<file path="src/rtl/serial_comparator.sv">
// serial_comparator: bit-serial, MSB-first magnitude comparator with start/busy/done handshake.
// Optional macro SERIAL_CMP_EARLY_EXIT_EN finishes as soon as the first differing bit is seen.
module serial_comparator #(
   parameter int WIDTH = 4
) (
   input  logic             clk,
   input  logic             rst_n,
   input  logic             start,
   input  logic [WIDTH-1:0] in1,
   input  logic [WIDTH-1:0] in2,
   output logic             busy,
   output logic             done,
   output logic [1:0]       out,
   output logic [WIDTH-1:0] x
);

   localparam int CW = $clog2(WIDTH);
   localparam logic [CW-1:0] CNT_LAST = CW'(WIDTH - 1);

   typedef enum logic [1:0] {
      IDLE,
      SHIFT,
      DONE
   } state_t;

   state_t           state, state_nx;
   logic [WIDTH-1:0] sa, sb;
   logic [WIDTH-1:0] wmask, wmask_nx;
   logic [1:0]       wres, wres_nx;
   logic             decided, decided_nx;
   logic [CW-1:0]    cnt;
   logic             a, b;

   assign a = sa[WIDTH-1];
   assign b = sb[WIDTH-1];

   always_comb begin
      state_nx   = state;
      wres_nx    = wres;
      wmask_nx   = wmask;
      decided_nx = decided;
      case (state)
         IDLE: begin
            if (start) state_nx = SHIFT;
         end
         SHIFT: begin
            wmask_nx[cnt] = ~(a ^ b);
            if (!decided && (a != b)) begin
               wres_nx    = a ? 2'b01 : 2'b10;
               decided_nx = 1'b1;
            end
            if (cnt == '0) state_nx = DONE;
`ifdef SERIAL_CMP_EARLY_EXIT_EN
            if (!decided && (a != b)) state_nx = DONE;
`endif
         end
         DONE:    state_nx = IDLE;
         default: state_nx = IDLE;
      endcase
   end

   always_ff @(posedge clk or negedge rst_n) begin
      if (!rst_n) state <= IDLE;
      else        state <= state_nx;
   end

   always_ff @(posedge clk or negedge rst_n) begin
      if (!rst_n) begin
         sa      <= '0;
         sb      <= '0;
         wmask   <= '0;
         wres    <= '0;
         decided <= 1'b0;
         cnt     <= '0;
         out     <= '0;
         x       <= '0;
      end else begin
         case (state)
            IDLE: begin
               if (start) begin
                  sa      <= in1;
                  sb      <= in2;
                  decided <= 1'b0;
                  wres    <= '0;
                  wmask   <= '0;
                  cnt     <= CNT_LAST;
               end
            end
            SHIFT: begin
               sa      <= {sa[WIDTH-2:0], 1'b0};
               sb      <= {sb[WIDTH-2:0], 1'b0};
               decided <= decided_nx;
               wres    <= wres_nx;
               wmask   <= wmask_nx;
               if (cnt != '0) cnt <= cnt - CW'(1);
               // Results load on the edge entering DONE so out/x are valid alongside done.
               if (state_nx == DONE) begin
                  out <= wres_nx;
                  x   <= wmask_nx;
               end
            end
            default: ;
         endcase
      end
   end

   assign busy = (state != IDLE);
   assign done = (state == DONE);

endmodule

</file>
<file path="config.mk">
export PLATFORM = sky130hd
export DESIGN_NAME = serial_comparator
export DESIGN_NICKNAME = d
export VERILOG_FILES = /design/src/rtl/serial_comparator.sv
export SDC_FILE = /design/constraint.sdc
export NUM_CORES = 1
export LEC_CHECK = 0
export CAP_MARGIN = 20
export CORE_UTILIZATION = 56
export DETAILED_ROUTE_END_ITERATION = 8
export GPL_TIMING_DRIVEN = 0
export PLACE_DENSITY = 0.88
export SLEW_MARGIN = 10
export SYNTH_ARGS = -nofsm -noshare
export SYNTH_HDL_FRONTEND = slang
export SYNTH_SLANG_ARGS = --single-unit
</file>
<file path="constraint.sdc">
create_clock -name clk -period 3.2 [get_ports clk]
set_input_delay 0.48 -clock clk [delete_from_list [all_inputs] [get_ports clk]]
set_output_delay 0.48 -clock clk [all_outputs]
set_load 0.005 [all_outputs]
</file>
==> results of run 1 <==
[layout make-up]
type                    count  area, sq um  area share
plain buffers               7         42.5      0.0290
clock buffers               3         22.5      0.0154
inverters                   3         11.3     0.00768
multi-input cells          88          581       0.396
flip-flops and latches     24          601       0.410
well taps                  27         33.8      0.0230
repair buffers             18          175       0.119
[per-stage QoR]
stage / total power (uW) / setup slack (ns) / cells / utilization / hold slack (ns)
after detailed placement: 1220 / 1.22 / 167 / 0.717 / 0.473
after floorplan: 993 / 1.79 / 122 / - / 0.184
after global placement: 1170 / 1.26 / 167 / 0.717 / 0.458
after CTS: 1350 / 0.835 / 170 / 0.728 / 0.501
final: 1340 / 0.839 / 170 / 0.725 / 0.125
after global routing: 1450 / 0.746 / 170 / 0.725 / 0.171
[registers in the layout (all words and copies together) (netlist names)]
name	flops
out	2
state	2
cnt	2
x	4
decided	1
wmask	3
sa	4
sb	4
wres	2
[power by group]
group	leakage (uW)	switching [uW]	total (uW)	internal (uW)
clock network	0.0000138	83.1	127	43.9
logic	0.000332	354	691	337
registers	0.000307	99.4	526	426
[worst min path at each step]
stage,end,slack [ns],cells past startpoint
after floorplan,cnt[0]$_DFFE_PN0P_,0.18,0
after global placement,x[0]$_DFFE_PN0P_,0.46,2
after detailed placement,x[3]$_DFFE_PN0P_,0.47,2
after CTS,x[3]$_DFFE_PN0P_,0.50,2
after global routing,out[1]$_DFFE_PN0P_,0.17,1
final,out[1]$_DFFE_PN0P_,0.13,1
[routing by layer]
layer,track usage,wire (microns),vias up,share of wire
met5,0,0,-,0
met4,0.0980,19,0,0.0076
met3,0.0374,83,2,0.033
met2,0.468,1360,20,0.55
met1,0.281,1030,504,0.41
li1,-,-,471,-
[cell families after synthesis]
logic type / Yosys count
AO/OA/AOI/OAI: 45
XOR/XNOR: 1
adder cells (fa/ha/maj): 4
buffers and inverters: 10
flip-flops: 24
multiplexers: 3
AND/OR/NAND/NOR: 35
[critical path, cell delays in order, from the launching register on]
cell,delay [ns]
dfrtp_1,0.34
buf_4,0.16
clkbuf_1,0.39
or2_1,0.19
clkdlybuf4s50_1,0.50
[Yosys cell counts (all sizes together)]
library cell	count	area, sq um
clkbuf	1	3.75
a22oi	6	45.0
a21bo	1	10.0
o31ai	4	30.0
ha	4	50.1
o21ba	1	10.0
nand2	11	41.3
nand3b	1	20.0
or2	1	6.26
nor2	3	11.3
a2bb2oi	1	8.76
nand2b	5	33.8
nor2b	12	75.1
dfrtp	24	601
inv	3	11.3
mux2i	3	30.0
a32o	3	30.0
nand3	1	5.00
buf	6	38.8
xnor2	1	16.3
o21bai	1	7.51
a21oi	10	53.8
and2	1	6.26
o21ai	18	90.1
==> run metrics, run 1 <==
initial antenna violation count 0; crit share post-route 0.738; worst clock skew approximately 0.010 ns; DIE WIDTH 49.0 microns; Remaining Overflow, GRT 0; clock buffer depth 2; CTS buffer count 3; CTS root buf clkbuf_4; CP arrival 1.88 ns; mux contribution to synthesized area 0.0243; synth unique cells 29; fraction of layout cells with a size suffix above 1 0.105; global-route wire length before repair 4.48 mm; vias 997; # diodes 0; vias in the first global route 1,043; GP Congestion 0.781; post-layout instance area 1470 sq um; Final TNS setup 0 ns; post-DP HPWL between 1.5 and 2 mm; DR WL/cell 14.6 microns; Worst setup SP type flop; xor-xnor portion of the synthesized cell area 0.0132; Post-CTS Resized 0; number of H-tree levels 1; Avg Inst Size Synth 10.1 sq um; Synth Area in Compound Gates 0.231; post-CTS setup buffers 0; gr usage total 0.249; area of the core 2020 sq um; DRC 0; clk slew on worst S/H paths ~0.13 ns; most frequent cells in the layout dfrtp_1, o21ai_1, clkdlybuf4s50_1; Total Nets Final 160; largest net degree at the start of global routing 25; Final ANT Viol Nets 0; worst path required time approximately 2.7 ns; simple-gate area share of the yosys netlist 0.161; reg-to-reg startpoint cnt[0]$_DFFE_PN0P_; most common cell after layout, fill and taps aside dfrtp_1; Setup-failing EPs final 0; Worst Hold Class input port to async pin; Synth Register Bits 24; reg2reg setup slack 1.79 ns; Slew @ Worst Pin 0.519 ns; max-cap violations 0; crit path to busy; Pwr per Cell Area 916 nW/um^2; Hold Buf Count CTS 0; drt pass-1 iters 5; syn nets roughly 140; clock latency on the worst-skew pair 0.31 ns; Adder-Cell Fraction of Synth Area 0.0405; status finished clean; post-synthesis sequential area ratio 0.486; drt total wl 2.49 mm; Worst setup EP type output pin; Slew headroom 0.654; clock sinks 24; Die Y between 40 and 50 microns; initial cell density of the core 0.611; CP Max Fanout 10; fin crit period 2.36 ns; port bufs 18; Peak supply drop 0.566 mV; fillcell total 160; via density per instance 5.86; initial DRC count 22; Core Rows 16; CTS tree built; Cell Area, Placed around 1400 sq um; Pleak 0.000653 uW; IO Pins 19; Gate Count Post-Synth between 100 and 150; Max Slew Vio Count 0; Layout area overhead 18.7%; largest family of logic cells by synthesized area compound AO/OA/AOI/OAI gates; r2r worst-path depth 5; warnings from Yosys 0; unrepaired setup endpoints after global routing no; CP startpoint state[0]$_DFF_PN0_; RR Endpoint cnt[1]$_DFFE_PN0P_; final-report hold violation count 0; Crit Path Category flop to output pin; die area 2400 sq um; Mapped Area 1230 sq um; Fmax roughly 0.42 GHz
(Power assumes the default switching activity.)
==> run 2, diff against run 1 <==
--- a/config.mk
+++ b/config.mk
@@ -6,10 +6,10 @@
 export NUM_CORES = 1
 export LEC_CHECK = 0
 export CAP_MARGIN = 20
-export CORE_UTILIZATION = 56
+export CORE_UTILIZATION = 52
 export DETAILED_ROUTE_END_ITERATION = 8
 export GPL_TIMING_DRIVEN = 0
-export PLACE_DENSITY = 0.88
+export PLACE_DENSITY = 0.83
 export SLEW_MARGIN = 10
 export SYNTH_ARGS = -nofsm -noshare
 export SYNTH_HDL_FRONTEND = slang
==> constraint.sdc (replaced) <==
create_clock -name clk -period 2.3 [get_ports clk]
set_input_delay 0.345 -clock clk [delete_from_list [all_inputs] [get_ports clk]]
set_output_delay 0.345 -clock clk [all_outputs]
set_load 0.005 [all_outputs]
==> run metrics, run 2 (synthesis results as in run 1) <==
status finished clean; Power Internal 1240 uW; number of H-tree levels 1; most common cell after layout, fill and taps aside dfrtp_1; Setup-failing EPs final 0; Largest regs sa x4, sb x4, x x4; fillcell total 180; drt total wl 2.35 mm; Worst setup EP type output pin; Slew @ Worst Pin 0.498 ns; DRC 0; Crit Path Category flop to output pin; Layout area overhead 23.0%; Remaining Overflow, GRT 0; DR WL/cell 13.6 microns; Die Y between 50 and 60 microns; GP Congestion 0.755; fraction of layout cells with a size suffix above 1 0.117; Core Rows 17; Peak supply drop 0.921 mV; IO Pins 19; die area 2570 sq um; clock buffer depth 2; initial DRC count 17; FF/Latch Area ~600 sq um; Multi-input gate area 581 sq um; sequential power share 0.367; clock latency on the worst-skew pair 0.32 ns; largest net degree at the start of global routing 25; gr usage total 0.207; initial cell density of the core 0.553; clock sinks 24; Worst Hold Class input port to async pin; initial antenna violation count 0; sw frac 0.373; unrepaired setup endpoints after global routing no; Final TNS setup 0 ns; Pleak 0.000678 uW; CP Max Fanout 10; worst path required time ~2 ns; area of the core ~2200 sq um; CTS buffer count 3; crit share post-route 0.921; DIE WIDTH a little over 50 microns; via density per instance 5.56; vias in the first global route approximately 900; Slew headroom 0.667; vias 962; CP arrival 1.77 ns; most frequent cells in the layout dfrtp_1, o21ai_1, clkdlybuf4s50_1; Final ANT Viol Nets 0; Total Nets Final 161; placed cell count roughly 170; Switching Power 741 uW; global-route wire length before repair 3.97 mm; Pwr per Cell Area roughly 1300 nW/um^2; Non-Filler Instances about 170; Max Slew Vio Count 0; final-report hold violation count 0; fin crit period about 2.1 ns; worst clock skew about 0.0061 ns; Comb power frac 0.480; port bufs 18; max-cap violations 0; # diodes 0; clk slew on worst S/H paths 0.13 ns; CTS tree built; clock share of power 0.153; Worst setup SP type flop; CTS root buf clkbuf_4; drt pass-1 iters 4; post-DP HPWL 1.67 mm; Fmax 0.472 GHz; reg2reg setup slack between 0.8 and 0.9 ns
==> run 2: cell types whose count changed in the layout (fill, tap and decap cells not counted), sizes merged <==
cell / before / now
bufinv: 0 / 1
clkdlybuf4s50: 17 / 18
==> run 2: timing repair <==
action | in CTS | in global routing
hold buffers | 0 | 0
buffers inserted | 0 | 0
gates resized for setup | 0 | 2
endpoints found under the setup margin | 0 | 1
==> run 2: power groups by stage <==
stage                     Combinational, uW  Sequential [uW]  Clock (uW)
after floorplan                         670              711           0
after global placement                  903              724           0
after detailed placement                941              738           0
after CTS                               947              727         311
after global routing                   1060              747         328
final                                   953              728         303
==> run 2: cell type report <==
| class | instances | share of cell area |
|---|---|---|
| Inverter | 3 | 0.00741 |
| Clock buffer | 3 | 0.0148 |
| Buffer | 7 | 0.0288 |
| Multi-Input combinational cell | 88 | 0.382 |
| Clock inverter | 1 | 0.0198 |
| Timing Repair Buffer | 19 | 0.129 |
| Sequential cell | 24 | 0.395 |
| Tap cell | 28 | 0.0231 |
==> run 2: stage by stage <==
step | power (uW) | cell area [sq um] | util | setup slack (ns) | hold WS (ns)
global placement | 1630 | 1450 | 0.649 | 0.494 | 0.460
detailed placement | 1680 | 1450 | 0.649 | 0.475 | 0.470
CTS | 1990 | 1500 | 0.673 | 0.0974 | 0.500
finish | 1980 | 1520 | 0.680 | 0.181 | 0.339
floorplan | 1380 | 1230 | - | 1.03 | 0.0494
global route | 2140 | 1520 | 0.680 | 0.0895 | 0.362
==> run 2: worst max-delay path: stages, from the launching register on <==
cell and delay [ns]:
dfrtp_1 0.50, buf_2 0.26, nor2b_1 0.17, clkdlybuf4s50_1 0.51
==> run 2: path summary, 6_finish.rpt <==
| kind | start | depth (start not counted) | end |
|---|---|---|---|
| worst min register to register | out[0]$_DFFE_PN0P_ | 2 | out[0]$_DFFE_PN0P_ |
| worst min-delay path | rst_n | 1 | out[0]$_DFFE_PN0P_ |
| worst max-delay path | state[1]$_DFF_PN0_ | 3 | done |
| worst max register to register | cnt[0]$_DFFE_PN0P_ | 5 | out[1]$_DFFE_PN0P_ |
| max in group asynchronous | rst_n | 2 | sb[1]$_DFFE_PN0P_ |
| min in group clk | out[0]$_DFFE_PN0P_ | 2 | out[0]$_DFFE_PN0P_ |
==> run 2: layer usage <==
| layer | vias to the layer above | track usage | part of all wire | wire length [microns] |
|---|---|---|---|---|
| met1 | 450 | 0.267 | 0.48 | 1120 |
| li1 | 480 | - | - | - |
| met3 | 5 | 0.0545 | 0.043 | 102 |
| met2 | 27 | 0.342 | 0.47 | 1090 |
| met4 | 0 | 0.0556 | 0.011 | 25 |
| met5 | - | 0 | 0 | 0 |
